`config.mk`:
```
export PLATFORM = sky130hd
export DESIGN_NAME = secded_decoder_72_64_flat
export DESIGN_NICKNAME = d
export VERILOG_FILES = /design/src/rtl/secded_decoder_72_64_if.sv /design/src/rtl/secded_decoder_72_64.sv /design/src/flat_wrapper.sv
export SDC_FILE = /design/constraint.sdc
export NUM_CORES = 1
export LEC_CHECK = 0
export ABC_AREA = 0
export CORE_MARGIN = 2
export CORE_UTILIZATION = 53
export DETAILED_ROUTE_END_ITERATION = 7
export GPL_ROUTABILITY_DRIVEN = 0
export PLACE_DENSITY = 0.8
export SLEW_MARGIN = 20
export SYNTH_ARGS = -nofsm -noshare
export SYNTH_HDL_FRONTEND = slang
export SYNTH_SLANG_ARGS = --single-unit
```
`constraint.sdc`:
```
create_clock -name clk -period 2.3 [get_ports clk]
set_clock_uncertainty 0.1 [all_clocks]
set_input_delay 0.23 -clock clk [delete_from_list [all_inputs] [get_ports clk]]
set_output_delay 0.23 -clock clk [all_outputs]
set_load 0.02 [all_outputs]
```
`src/rtl/secded_decoder_72_64_if.sv`:
```
// Codeword-in / decoded-word-out stream bundle for the SEC-DED (72,64) decoder.
// The decoder connects through the slave modport. The codeword producer and the data consumer connect through the master modport.
interface secded_decoder_72_64_if;
    logic        in_valid;
    logic        in_ready;
    logic [71:0] in_code;
    logic        out_valid;
    logic        out_ready;
    logic [63:0] out_data;
    logic        out_ce;
    logic        out_ue;
    logic [7:0]  out_syndrome;

    modport master (
        output in_valid, in_code, out_ready,
        input  in_ready, out_valid, out_data, out_ce, out_ue, out_syndrome
    );

    modport slave (
        input  in_valid, in_code, out_ready,
        output in_ready, out_valid, out_data, out_ce, out_ue, out_syndrome
    );
endinterface

```
`src/rtl/secded_decoder_72_64.sv`:
```
// Two-stage SEC-DED (72,64) decoder: S1 registers codeword/syndrome/parity, S2 classifies and corrects.
// Also keeps saturating CE/UE counters and a sticky log of the first uncorrectable syndrome.
module secded_decoder_72_64 #(
    parameter int unsigned CNT_W = 16
) (
    input  logic                 clk,
    input  logic                 rst_n,
    secded_decoder_72_64_if.slave bus,
    input  logic                 clr_stats,
    output logic [CNT_W-1:0]     ce_count,
    output logic [CNT_W-1:0]     ue_count,
    output logic                 ue_log_valid,
    output logic [7:0]           ue_log_syn
);
    logic        stall;
    logic        deliver;
    logic [6:0]  syn_c;
    logic        par_c;
    logic        s1_valid;
    logic [71:0] s1_code;
    logic [6:0]  s1_syn;
    logic        s1_par;
    logic        ce_c;
    logic        ue_c;
    logic [71:0] fixed_c;
    logic [63:0] data_c;
    logic [5:0]  j;

    assign stall       = bus.out_valid && !bus.out_ready;
    assign bus.in_ready = !stall;
    assign deliver     = bus.out_valid && bus.out_ready;

    always_comb begin
        syn_c = '0;
        for (int unsigned i = 1; i < 72; i++) begin
            if (bus.in_code[i[6:0]]) syn_c = syn_c ^ i[6:0];
        end
        par_c = ^bus.in_code;
    end

    // Syndrome 0 with odd parity flips bit 0, which leaves the data untouched.
    always_comb begin
        ce_c    = s1_par && (s1_syn <= 7'd71);
        ue_c    = (s1_par && (s1_syn > 7'd71)) || (!s1_par && (s1_syn != '0));
        fixed_c = s1_code;
        if (ce_c) fixed_c[s1_syn] = ~s1_code[s1_syn];
        data_c = '0;
        j      = '0;
        for (int unsigned i = 3; i < 72; i++) begin
            if ((i & (i - 1)) != 0) begin
                data_c[j] = fixed_c[i[6:0]];
                j         = j + 6'd1;
            end
        end
    end

    always_ff @(posedge clk or negedge rst_n) begin
        if (!rst_n) begin
            s1_valid <= 1'b0;
            s1_code  <= '0;
            s1_syn   <= '0;
            s1_par   <= 1'b0;
        end else if (!stall) begin
            s1_valid <= bus.in_valid;
            if (bus.in_valid) begin
                s1_code <= bus.in_code;
                s1_syn  <= syn_c;
                s1_par  <= par_c;
            end
        end
    end

    always_ff @(posedge clk or negedge rst_n) begin
        if (!rst_n) begin
            bus.out_valid    <= 1'b0;
            bus.out_data     <= '0;
            bus.out_ce       <= 1'b0;
            bus.out_ue       <= 1'b0;
            bus.out_syndrome <= '0;
        end else if (!stall) begin
            bus.out_valid <= s1_valid;
            if (s1_valid) begin
                bus.out_data     <= data_c;
                bus.out_ce       <= ce_c;
                bus.out_ue       <= ue_c;
                bus.out_syndrome <= {s1_par, s1_syn};
            end
        end
    end

    always_ff @(posedge clk or negedge rst_n) begin
        if (!rst_n) begin
            ce_count     <= '0;
            ue_count     <= '0;
            ue_log_valid <= 1'b0;
            ue_log_syn   <= '0;
        end else if (clr_stats) begin
            ce_count     <= '0;
            ue_count     <= '0;
            ue_log_valid <= 1'b0;
            ue_log_syn   <= '0;
        end else if (deliver) begin
            if (bus.out_ce && (ce_count != '1)) ce_count <= ce_count + 1'b1;
            if (bus.out_ue && (ue_count != '1)) ue_count <= ue_count + 1'b1;
            if (bus.out_ue && !ue_log_valid) begin
                ue_log_valid <= 1'b1;
                ue_log_syn   <= bus.out_syndrome;
            end
        end
    end
endmodule

```
`src/flat_wrapper.sv`:
```
// flat-port wrapper written by rule: the top's interface ports become plain ports
module secded_decoder_72_64_flat 
#(
    parameter int unsigned CNT_W = 16
)
  (clk, rst_n, clr_stats, ce_count, ue_count, ue_log_valid, ue_log_syn, bus_in_valid, bus_in_code, bus_out_ready, bus_in_ready, bus_out_valid, bus_out_data, bus_out_ce, bus_out_ue, bus_out_syndrome);
  secded_decoder_72_64_if bus_i ();
  input  logic clk;
  input  logic rst_n;
  input  logic clr_stats;
  output logic [CNT_W-1:0] ce_count;
  output logic [CNT_W-1:0] ue_count;
  output logic ue_log_valid;
  output logic [7:0] ue_log_syn;
  input wire logic [$bits(bus_i.in_valid)-1:0] bus_in_valid;
  input wire logic [$bits(bus_i.in_code)-1:0] bus_in_code;
  input wire logic [$bits(bus_i.out_ready)-1:0] bus_out_ready;
  output wire logic [$bits(bus_i.in_ready)-1:0] bus_in_ready;
  output wire logic [$bits(bus_i.out_valid)-1:0] bus_out_valid;
  output wire logic [$bits(bus_i.out_data)-1:0] bus_out_data;
  output wire logic [$bits(bus_i.out_ce)-1:0] bus_out_ce;
  output wire logic [$bits(bus_i.out_ue)-1:0] bus_out_ue;
  output wire logic [$bits(bus_i.out_syndrome)-1:0] bus_out_syndrome;
  assign bus_i.in_valid = bus_in_valid;
  assign bus_i.in_code = bus_in_code;
  assign bus_i.out_ready = bus_out_ready;
  assign bus_in_ready = bus_i.in_ready;
  assign bus_out_valid = bus_i.out_valid;
  assign bus_out_data = bus_i.out_data;
  assign bus_out_ce = bus_i.out_ce;
  assign bus_out_ue = bus_i.out_ue;
  assign bus_out_syndrome = bus_i.out_syndrome;
  secded_decoder_72_64 #(.CNT_W(CNT_W)) u_core (.clk(clk), .rst_n(rst_n), .bus(bus_i), .clr_stats(clr_stats), .ce_count(ce_count), .ue_count(ue_count), .ue_log_valid(ue_log_valid), .ue_log_syn(ue_log_syn));
endmodule
```
Word-level counts from Yosys, hierarchy flattened
Index checks and enable logic that the tools add are counted.
{ "totals": {"inputBits": 77, "word_cells": 207, "register_bits": 197} }
{ "op_classes": {"add_sub_neg": 2, "n_mux": 89, "magnitude_cmp": 4, "n_bitwise": 72, "eq_ne": 2, "reduce_logical": 25} }
{ "op_table": {"columns": ["operator", "n"], "rows": [
  ["6-bit two-way mux", 32],
  ["16-bit two-way mux", 6],
  ["5-bit two-way mux", 16],
  ["72-bit bitwise mux", 1],
  ["72-bit two-way mux", 1],
  ["72-bit XOR reduction", 1],
  ["3-bit inverter", 23],
  ["4-bit inverter", 16],
  ["7-bit two-way mux", 8],
  ["2-bit inverter", 18],
  ["16-bit by 1-bit adder with 16-bit output, second input constant", 2],
  ["4-bit two-way mux", 8],
  ["16-bit != test, second input constant", 2],
  ["5-bit inverter", 6],
  ["8-bit two-way mux", 3],
  ["3-bit two-way mux", 4],
  ["2-bit AND reduction", 5],
  ["1-bit logical AND", 9],
  ["7-bit by 8-bit < comparator with 1-bit output, second input constant", 1],
  ["2-bit nonzero test", 4],
  ["1-bit binary-select mux with 7-bit select", 1],
  ["1-bit demux with 7-bit select", 1],
  ["7-bit by 1-bit greater-or-equal comparator with 1-bit output, second input constant", 1],
  ["7-bit greater-than comparator, second input constant", 1],
  ["other kinds (9)", 24]
]} }

Logic depth before layout (Yosys ltp)
Gate-level depths: netlist of run 1.
{ "depth": {"word_depth": 135, "mapped_depth": 10, "mapped_depth_nobuf": 7} }

Least setup slack after synthesis of run 1
No wires, ideal clock.
{ "synth_timing": {"path_kind": "register to register", "from": "reg u_core.ce_count[5]", "to": "reg u_core.ce_count[11]", "arrival_ps": 1935, "path_stages_with_launch": 8, "synth_period_minus_slack_ps": 2167, "slack_ps": 133, "path_cell_list": "dfrtp_1 > and4_1 > and4_4 > and3_1 > a2111oi_4 > nand3_1 > xor2_1 > nor2_1"} }
{ "synth_via": {"elab_chain_cells": 4, "word_cells_on_any_way": 8, "cone_classes": "1 x add/sub; 1 x eq/ne; 3 x mux; 3 x reduce/logical"} }
{ "synth_lines": {"columns": ["item", "line_no", "text"], "rows": [
  ["start: declaration", "secded_decoder_72_64.sv:10", "output logic [CNT_W-1:0] ce_count,"],
  ["start signal: assignment", "secded_decoder_72_64.sv:103", "if (bus.out_ce && (ce_count != '1)) ce_count <= ce_count + 1'b1;"],
  ["16-bit by 1-bit adder with 16-bit output or 16-bit != test (tied branches)", "secded_decoder_72_64.sv:103", null],
  ["16-bit two-way mux or 1-bit logical AND (tied branches)", "secded_decoder_72_64.sv:103", null],
  ["16-bit two-way mux or 2-bit nonzero test (tied branches)", null, null],
  ["16-bit two-way mux or 2-bit AND reduction (tied branches)", null, null]
]} }
Parallel ways exist; a longest one is shown, timed or not. The select of a mux whose other input is x is not followed.
A chain may end at the register's enable or synchronous reset.

Worst setup path in the final report of run 1
{ "layout_timing": {"from": "reg u_core.s1_syn[2]", "to": "reg u_core.bus.out_data[13]"} }
{ "layout_via": {"elab_chain_cells": 6, "word_cells_on_any_way": 12, "cone_classes": "3 x order compare; 6 x mux; 1 x bitwise; 2 x reduce/logical"} }
{ "layout_lines": {"columns": ["item", "line_no", "text"], "rows": [
  ["start: declaration", "secded_decoder_72_64.sv:21", "logic [6:0] s1_syn;"],
  ["start signal: assignment", "secded_decoder_72_64.sv:67", "s1_syn <= syn_c;"],
  ["7-bit by 8-bit < comparator with 1-bit output (not written as such) or 7-bit by 1-bit greater-or-equal comparator with 1-bit output (tied branches)", "secded_decoder_72_64.sv:46", "if (ce_c) fixed_c[s1_syn] = ~s1_code[s1_syn];"],
  ["1-bit logical AND (not written as such)", "secded_decoder_72_64.sv:46", null],
  ["1-bit two-way mux (not written as such)", "secded_decoder_72_64.sv:46", null],
  ["1-bit demux with 7-bit select", null, null],
  ["72-bit bitwise mux", "secded_decoder_72_64.sv:46", null],
  ["72-bit two-way mux (*)", "secded_decoder_72_64.sv:46", null],
  ["end signal: assignment", "secded_decoder_72_64.sv:83", "bus.out_data <= data_c;"],
  ["end: declaration", "secded_decoder_72_64_if.sv:21", "output in_ready, out_valid, out_data, out_ce, out_ue, out_syndrome"]
]} }
Every way passes the cells marked *; elsewhere a longest branch is shown, timed or not. The select of a mux whose other input is x is not followed.

==> results of run 1 <==
-- synth_stat cells (all sizes together), types with 11 or more instances --
master,count
a211oi,11
a21o,15
a21oi,31
buf,17
clkbuf,38
dfrtp,197
mux2,93
mux2i,24
nand2,100
nand2b,12
nand3,24
nor2,86
nor3,11
o21ai,68
o22ai,16
xnor2,120
xor2,40
-- flip-flops by register name, indices dropped and copies added (netlist names), 7 cells and up --
| register | cells |
|---|---|
| u_core.s1_code | 72 |
| u_core.ue_count | 16 |
| u_core.s1_syn | 7 |
| u_core.bus.out_data | 64 |
| u_core.ce_count | 16 |
| u_core.ue_log_syn | 8 |
| u_core.bus.out_syndrome | 8 |
-- metal layers --
metal / share of wire / vias to the layer above
met3: 0.083 / 104
li1: - / 4085
met4: 0.043 / 0
met5: 0 / -
met1: 0.40 / 4427
met2: 0.48 / 504
-- worst paths after layout --
path | from | end | slack, ps | cells past startpoint
worst min-delay path | rst_n | u_core.ce_count[13]$_DFFE_PN0P_ | 250 | 2
worst min register to register | u_core.bus.out_data[55]$_DFFE_PN0P_ | u_core.bus.out_data[55]$_DFFE_PN0P_ | 380 | 1
worst max register to register | u_core.s1_syn[2]$_DFFE_PN0P_ | u_core.bus.out_data[13]$_DFFE_PN0P_ | 50 | 9
min in group clk | bus_in_code[24] | u_core.s1_code[24]$_DFFE_PN0P_ | 340 | 2
max in group asynchronous | rst_n | u_core.s1_code[35]$_DFFE_PN0P_ | 1090 | 3
worst max-delay path | u_core.s1_syn[2]$_DFFE_PN0P_ | u_core.bus.out_data[13]$_DFFE_PN0P_ | 50 | 9
-- where the power goes --
group	leakage, µW	internal (µW)	switching, µW	total, µW
clock	0.000293	1580	1470	3050
sequential	0.00244	4270	733	5010
combinational	0.00333	3640	3740	7380
-- timing repair --
| item | 4_1_cts | 5_1_grt |
|---|---|---|
| pin swaps | 2 | 5 |
| hold endpoints to repair | 62 | 0 |
| resized for setup | 5 | 20 |
| endpoints found under the setup margin | 22 | 47 |
| hold buffers | 1 | 0 |
| setup buffers | 1 | 0 |
-- cell type report --
class                      instances  area [µm²]
clock inverter                    14         160
multi-input combinational        745        5460
fill                            1337        5060
timing repair buffer             328        3120
clock buffer                      18         439
tap                              265         332
sequential                       197        4930
inverter                           6        22.5
-- layout by cell type (no fill, tap or decap), types with 3 or more instances in the layout --
| cell type | n |
|---|---|
| nor2_1 | 85 |
| nand3_1 | 24 |
| a31o_2 | 5 |
| buf_4 | 119 |
| xor2_1 | 40 |
| a21oi_1 | 31 |
| nand2_1 | 98 |
| and3_1 | 8 |
| xnor2_1 | 120 |
| o22ai_1 | 14 |
| clkbuf_16 | 17 |
| clkinv_4 | 3 |
| mux2i_1 | 24 |
| a311oi_1 | 5 |
| inv_8 | 4 |
| clkdlybuf4s50_1 | 192 |
| o21ai_0 | 62 |
| nand4_1 | 8 |
| a211oi_2 | 6 |
| o21ai_1 | 5 |
| buf_12 | 13 |
| nand2b_1 | 11 |
| a21o_1 | 15 |
| inv_1 | 4 |
| o31ai_1 | 7 |
| nand3b_1 | 3 |
| a211oi_1 | 5 |
| inv_6 | 4 |
| nor3_1 | 10 |
| dfrtp_1 | 195 |
| a31oi_1 | 7 |
| mux2_2 | 93 |
| mux4_2 | 5 |
| a22o_1 | 10 |
-- metrics by stage --
stage	utilization	std cells	hold WS, ps	total power, µW
after floorplan	-	1003	-166	8750
after global placement	0.703	1539	177	11900
after detailed placement	0.703	1539	175	12000
after CTS	0.737	1573	274	15300
after global routing	0.741	1573	307	16100
final	0.741	1573	248	15400
-- cell families (layout without fill, tap and decap cells) --
group | Yosys count | in the layout | share of synthesized area
AOI/OAI and AO/OA | 191 | 191 | 0.119
adders and majority gates | 2 | 2 | 0.00237
xor gates and xnor gates | 163 | 163 | 0.139
DFF | 197 | 197 | 0.467
buffers and inverters | 61 | 366 | 0.0254
and+or+nand+nor | 267 | 267 | 0.113
muxes | 122 | 122 | 0.133
==> key figures, run 1 <==
Setup path
  – Critical Path AT: 2490 ps
  – CP endpoint kind: flop
  – WP buf/inv: 2
  – Startpoint types: flop
  – Crit Path Category: flop to flop
  – Crit-path slowest cell: dfrtp_1
  – CP Cell Sequence: buf_4 -> nand2_1 -> a2bb2oi_1 -> nor2_1 -> o311ai_4 -> o211ai_4 -> buf_12 -> mux2i_1 -> o21ai_0
  – Largest delay contributor family on the critical path: compound AO/OA/AOI/OAI gates
  – Worst endpoint required time: 2530 ps
  – CP max stage delay: 490 ps
  – Crit path max fanout: 11

Power
  – Peak supply drop: 0.664 mV
  – PwrDens: 1070 nW/µm²
  – Static leakage: 0.00606 µW

Yosys
  – Syn nets: 1082
  – YS warnings: 0
  – Post-synthesis register bit count: 197
  – Seq/Total Area, Yosys: 0.467
  – Share of synthesized registers carrying an async set or reset: 1.00
  – Mapped Cells: 1003
  – Area leader, netlist: dfrtp_1
  – Share of the synthesized area in the top cell type: 0.467
  – Yosys cell types: 60
  – Syn Area/Cell: 10.5 µm²
  – EDFF count, synth: 0
  – Synth area leaders: dfrtp_1 47%, xnor2_1 10%, mux2_2 9.9%, nand2_1 3.6%, xor2_1 3.3%
  – Primary FF master, synth: dfrtp_1
  – Mapped cell area: 10500 µm²

Global routing
  – Met3 GRT Util: 0.0566
  – First-pass GRT wire length: 49.3 mm
  – GR met1 Demand/Resource: 0.396
  – Total global-route track usage: 0.301
  – Pin count of the biggest net entering global routing: 68
  – GR peak layer: met2
  – Met2 Track Usage GR: 0.494
  – Vias in the first global route: 8957
  – Gr ovfl total: 0
  – Initial antenna violation count: 0

Floorplanning
  – # rows: 51
  – Die H: 145 µm
  – Die X-Extent: 145 µm
  – Core ar.: 19500 µm²
  – Starting Density: 0.540
  – Die area: 21000 µm²
  – I/O pin total: 194

Route
  – DR WL/cell: 20.2 µm
  – Via density per instance: 5.80
  – Initial DRC Count: 895
  – DRC: 0
  – Detailed-route via count: 9120
  – Routed Antenna Nets: 0
  – TritonRoute pass-1 iters: 5
  – Final WL: 31.8 mm

STA
  – Worst-margin pin slew: 812 ps
  – Setup TNS: 0 ps
  – Tcrit/Tclk final: 0.979
  – Final count of hold timing violations: 0
  – Final setup fails: 0
  – Setup ws final: 48.1 ps
  – Slew Limit Fails: 0
  – Headroom to the max-slew limit: 0.457
  – Fmax: 0.444 GHz
  – Fin crit period: 2250 ps

Clock tree
  – CTS sink count: 197
  – Clock insertion delay at the later pin of the skew report: 450 ps
  – Maximum clock path buffer count: 2
  – CTS tree: done
  – Root Driver: clkbuf_16
  – Level count of the clock H-tree: 4
  – Num CTS Buffers: 17
  – Clk slew on worst S/H paths: 80 ps

Place
  – DP HPWL: 23.7 mm
  – # port buffers: 193
  – Pre-CTS setup slack: -185 ps
  – Cell Area, Placed: 13700 µm²

Final layout
  – Post-Layout Inst Area: 14500 µm²
  – Nets: 1374
  – Share of cells above drive strength 1: 0.231
  – Area Overhead vs Synth: 37.1%
  – Antenna diode instance count: 0

Worst hold path
  – Hold WC Path Type: input port to async pin

Run
  – Max cap viols: 0

Run status
  – Status: finished clean
Note: power is estimated with default switching activity, not from simulation.
==> inputs of run 2 (changes only) <==
--- a/config.mk
+++ b/config.mk
@@ -7,10 +7,11 @@
 export LEC_CHECK = 0
 export ABC_AREA = 0
 export CORE_MARGIN = 2
-export CORE_UTILIZATION = 53
+export CORE_UTILIZATION = 55
+export CTS_BUF_LIST = sky130_fd_sc_hd__clkbuf_4 sky130_fd_sc_hd__clkbuf_8
 export DETAILED_ROUTE_END_ITERATION = 7
 export GPL_ROUTABILITY_DRIVEN = 0
-export PLACE_DENSITY = 0.8
+export PLACE_DENSITY = 0.82
 export SLEW_MARGIN = 20
 export SYNTH_ARGS = -nofsm -noshare
 export SYNTH_HDL_FRONTEND = slang
==> run 2 against run 1 <==
Against the previous run:
- fmax shrank 0.45%
- first-iteration DRC count is 8.0% higher
- sequential cell count stayed put
- highest routed layer unchanged
==> key figures, run 2 (synthesis results as in run 1) <==
Run status
  – Status: finished clean

Global routing
  – Pin count of the biggest net entering global routing: 65
  – Total global-route track usage: 0.305
  – Initial antenna violation count: 0
  – Gr ovfl total: 0
  – First-pass GRT wire length: 47.3 mm
  – Vias in the first global route: 8740

Final layout
  – Final core utilization: 0.750
  – Multi-input gate area: 5420 µm²
  – Largest register FFs: 72
  – Regs by FF count: u_core.s1_code (72), u_core.bus.out_data (64)
  – Most common cell after layout, fill and taps aside: dfrtp_1
  – Largest Register: u_core.s1_code
  – Share of cells above drive strength 1: 0.226
  – Antenna diode instance count: 0
  – Post-Layout Inst Area: 14100 µm²
  – Area Overhead vs Synth: 33.5%
  – Nets: 1369
  – Most frequent cells in the layout: 196 x dfrtp_1, 192 x clkdlybuf4s50_1, 120 x xnor2_1, 120 x buf_4, 98 x nand2_1
  – Fill cells: 1275
  – Storage cell area: 4930 µm²
  – Non-filler cells, final: 1537

Place
  – Placed cell count: 1501
  – Cell Area, Placed: 13600 µm²
  – DP HPWL: 23.3 mm
  – # port buffers: 193

STA
  – Worst-margin pin slew: 818 ps
  – Tcrit/Tclk final: 0.983
  – Slew Limit Fails: 0
  – WHS: 217 ps
  – Fmax: 0.442 GHz
  – Headroom to the max-slew limit: 0.453
  – Final count of hold timing violations: 0
  – Fin crit period: 2260 ps
  – Final setup fails: 0

Power
  – Pwr Total: 14300 µW
  – PwrDens: 1020 nW/µm²
  – Static leakage: 0.00591 µW
  – Peak supply drop: 0.504 mV

Clock tree
  – CTS sink count: 197
  – Maximum clock path buffer count: 2
  – Num CTS Buffers: 17
  – Clk slew on worst S/H paths: 100 ps
  – Level count of the clock H-tree: 4
  – Clock insertion delay at the later pin of the skew report: 480 ps
  – CTS tree: done
  – Root Driver: clkbuf_8

Floorplanning
  – Core ar.: 18800 µm²
  – Die X-Extent: 142 µm
  – Die area: 20300 µm²
  – # rows: 50
  – Starting Density: 0.562
  – I/O pin total: 194
  – Die H: 142 µm

Route
  – Final WL: 30.7 mm
  – Routed Antenna Nets: 0
  – Initial DRC Count: 967
  – Via density per instance: 5.88
  – DRC: 0
  – Detailed-route via count: 9034
  – TritonRoute pass-1 iters: 6
  – DR WL/cell: 20.0 µm

Setup path
  – CP endpoint kind: flop
  – Startpoint types: flop
  – R2R setup slack: 40 ps
  – Crit path max fanout: 11
  – Critical Path AT: 2560 ps
  – Worst endpoint required time: 2600 ps
  – Crit Path Category: flop to flop

Run
  – Max cap viols: 0

Worst hold path
  – Hold WC Path Type: input port to async pin
==> run 2: cell types whose count changed in the layout (fill, tap and decap cells not counted), sizes merged <==
| cell | delta |
|---|---|
| buf | -5 |
| clkbuf | +3 |
| clkinv | -1 |
| clkinvlp | +1 |
| inv | -3 |
==> run 2: worst max-delay path: stages (launching register included) <==
cell and delay [ps]:
dfrtp_1 420, buf_4 180, buf_4 160, mux2_2 350, o22ai_1 220, o22ai_2 140, o211ai_2 190, buf_6 180
mux2i_1 100, o21ai_1 140
==> run 2: final cells by class <==
class / instances / area share
clock buffer: 21 / 0.0205
clock inverter: 11 / 0.00817
inverter: 6 / 0.00160
multi-input combinational: 745 / 0.385
sequential: 197 / 0.350
tap: 234 / 0.0208
timing repair buffer: 323 / 0.214
==> run 2: per-layer routing <==
layer | vias to the layer above | track usage | wire length, µm
met5 | - | 0 | 0
met4 | 0 | 0.0943 | 932
met3 | 84 | 0.0636 | 2930
met2 | 544 | 0.500 | 14600
met1 | 4325 | 0.411 | 12300
li1 | 4081 | - | -
==> run 2: worst paths after layout <==
check / startpoint / to / cells after the start
min reg2reg: u_core.bus.out_data[53]$_DFFE_PN0P_ / u_core.bus.out_data[53]$_DFFE_PN0P_ / 1
max: u_core.s1_syn[1]$_DFFE_PN0P_ / u_core.bus.out_data[11]$_DFFE_PN0P_ / 9
min: rst_n / u_core.ue_count[7]$_DFFE_PN0P_ / 2
max in group asynchronous: rst_n / u_core.s1_code[68]$_DFFE_PN0P_ / 3
max reg2reg: u_core.s1_syn[1]$_DFFE_PN0P_ / u_core.bus.out_data[11]$_DFFE_PN0P_ / 9
min in group clk: bus_in_code[24] / u_core.s1_code[24]$_DFFE_PN0P_ / 2
==> run 2: power by group <==
group,internal (µW),switching [µW]
logic,3430,3630
registers,4270,716
clock network,997,1270
==> run 2: per-stage QoR <==
stage | setup slack (ps) | TNS, ps
6_report | 38.1 | 0
5_1_grt | -24.3 | -95.2
4_1_cts | 9.03 | 0
3_5_place_dp | -250 | -1570
3_3_place_gp | -273 | -827
2_1_floorplan | 133 | 0
==> run 2: timing repair <==
item	4_1_cts	5_1_grt
setup endpoints to repair	36	41
resized for setup	4	20
hold buffers	1	0
pin swaps	0	2
endpoints found under the hold margin	60	0
setup buffers	0	3
cloned	0	0
==> inputs of run 3 (changes only) <==
==> constraint.sdc (replaced) <==
create_clock -name clk -period 2.3 [get_ports clk]
set_clock_uncertainty 0.1 [all_clocks]
set_input_delay 0.23 -clock clk [delete_from_list [all_inputs] [get_ports clk]]
set_output_delay 0.23 -clock clk [all_outputs]
set_load 0.05 [all_outputs]
==> run 3 against run 2 <==
Against the previous run:
- global-route usage increased by 0.72 points
- critical path depth unchanged
- worst setup slack improved by 19 ps
- clock-buffer cell count decreased by 3
- combinational power increased by 18%
==> key figures, run 3 (synthesis results as in run 1) <==
Run status
  – Status: finished clean

Final layout
  – Regs by FF count: u_core.s1_code (72), u_core.bus.out_data (64)
  – Final core utilization: 0.754
  – Largest register FFs: 72
  – Most frequent cells in the layout: 191 x clkdlybuf4s50_1, 191 x dfrtp_1, 120 x xnor2_1, 116 x buf_4, 98 x nand2_1
  – Largest Register: u_core.s1_code
  – Antenna diode instance count: 0
  – Nets: 1371
  – Area Overhead vs Synth: 34.1%
  – Share of cells above drive strength 1: 0.225

Global routing
  – Total global-route track usage: 0.313
  – Gr ovfl total: 0
  – Initial antenna violation count: 1
  – First-pass GRT wire length: 48.5 mm
  – Vias in the first global route: 9167
  – Pin count of the biggest net entering global routing: 70

Route
  – TritonRoute pass-1 iters: 5
  – Metal2 WL: 14.7 mm
  – Routed Antenna Nets: 0
  – Detailed-route via count: 9118
  – Final WL: 31.4 mm
  – DR WL/cell: 20.4 µm
  – Via density per instance: 5.92
  – Top layer used by detailed routing: met4
  – Routed wl met3: 2.82 mm
  – DRC: 0
  – Initial DRC Count: 753
  – WL met1: 12.5 mm

Power
  – Sw Ratio: 0.442
  – Sequential Power Share: 0.317
  – Peak supply drop: 0.607 mV
  – Combinational share of power: 0.532
  – PwrDens: 1110 nW/µm²
  – Clk pwr share: 0.151
  – Psw: 6940 µW
  – Static leakage: 0.00593 µW
  – Int Power: 8760 µW
  – Pwr Total: 15700 µW

STA
  – Setup ws final: 56.8 ps
  – Final setup fails: 0
  – Worst-margin pin slew: 829 ps
  – Final count of hold timing violations: 0
  – Fmax: 0.446 GHz
  – Fin crit period: 2240 ps
  – Headroom to the max-slew limit: 0.445
  – Slew Limit Fails: 0
  – Tcrit/Tclk final: 0.975

Place
  – # port buffers: 193
  – Pre-CTS setup slack: -229 ps
  – DP HPWL: 23.9 mm

Floorplanning
  – I/O pin total: 194
  – # rows: 50
  – Die X-Extent: 142 µm
  – Core ar.: 18800 µm²
  – Die area: 20300 µm²
  – Starting Density: 0.562
  – Die H: 142 µm

Setup path
  – CP endpoint kind: flop
  – Startpoint types: flop
  – Crit path max fanout: 13
  – Critical Path AT: 2550 ps
  – Worst endpoint required time: 2600 ps
  – Crit Path Category: flop to flop

Clock tree
  – CTS tree: done
  – Clock insertion delay at the later pin of the skew report: 490 ps
  – CTS sink count: 197
  – Level count of the clock H-tree: 4
  – Num CTS Buffers: 17
  – Maximum clock path buffer count: 2
  – Root Driver: clkbuf_8
  – Clk slew on worst S/H paths: 100 ps

Worst hold path
  – Hold WC Path Type: input port to async pin

Run
  – Max cap viols: 0
==> run 3: final timing paths <==
path / startpoint / endpoint / slack (ps) / cells past startpoint
worst min-delay path: rst_n / u_core.ue_count[7]$_DFFE_PN0P_ / 220 / 2
worst min register to register: u_core.bus.out_data[49]$_DFFE_PN0P_ / u_core.bus.out_data[49]$_DFFE_PN0P_ / 380 / 1
worst max-delay path: u_core.s1_syn[0]$_DFFE_PN0P_ / u_core.bus.out_data[42]$_DFFE_PN0P_ / 60 / 9
worst max register to register: u_core.s1_syn[0]$_DFFE_PN0P_ / u_core.bus.out_data[42]$_DFFE_PN0P_ / 60 / 9
max in group asynchronous: rst_n / u_core.s1_syn[1]$_DFFE_PN0P_ / 1190 / 3
min in group clk: bus_in_code[4] / u_core.s1_code[4]$_DFFE_PN0P_ / 300 / 2
==> run 3: power groups by stage <==
stage	clock network, µW	registers (µW)	logic (µW)
6_report	2360	4980	8360
4_1_cts	2390	4940	8180
5_1_grt	2510	5040	8780
2_1_floorplan	0	6600	3350
3_3_place_gp	0	4980	7980
3_5_place_dp	0	5010	8130
==> run 3: layer usage <==
metal  track usage  vias up
met3        0.0697      109
met4         0.150        0
met2         0.499      533
met5             0        -
li1              -     4082
met1         0.406     4394
==> run 3: per-stage QoR <==
stage / hold slack [ps] / setup TNS (ps) / instances / area, µm²
floorplan: -166 / 0 / 1003 / 10600
finish: 223 / 0 / 1539 / 14100
detailed placement: 184 / -548 / 1501 / 13600
global route: 263 / -0.741 / 1539 / 14100
global placement: 183 / -453 / 1501 / 13600
CTS: 223 / 0 / 1534 / 14100
==> run 3: area by class of cell <==
| cell class | count | area [µm²] |
|---|---|---|
| flip-flops and latches | 197 | 4940 |
| clock buffers | 18 | 248 |
| inverters | 6 | 22.5 |
| repair buffers | 325 | 3090 |
| multi-input cells | 745 | 5390 |
| well taps | 234 | 293 |
| fillers | 1262 | 4630 |
| clock inverters | 14 | 165 |
==> run 3: what timing repair did <==
item | 4_1_cts | 5_1_grt
hold buffers | 1 | 0
resized for setup | 1 | 18
setup endpoints to repair | 3 | 31
hold endpoints to repair | 66 | 0
setup buffers | 0 | 5
pin swaps | 0 | 7
==> run 3: critical path: stages, from the launching register on <==
cell and delay [ps]:
dfrtp_1 380, buf_6 160, buf_12 150, mux2_2 340
o221ai_1 160, o31ai_1 110, a22oi_2 230, or2_4 210
o22ai_1 140, o21ai_0 160
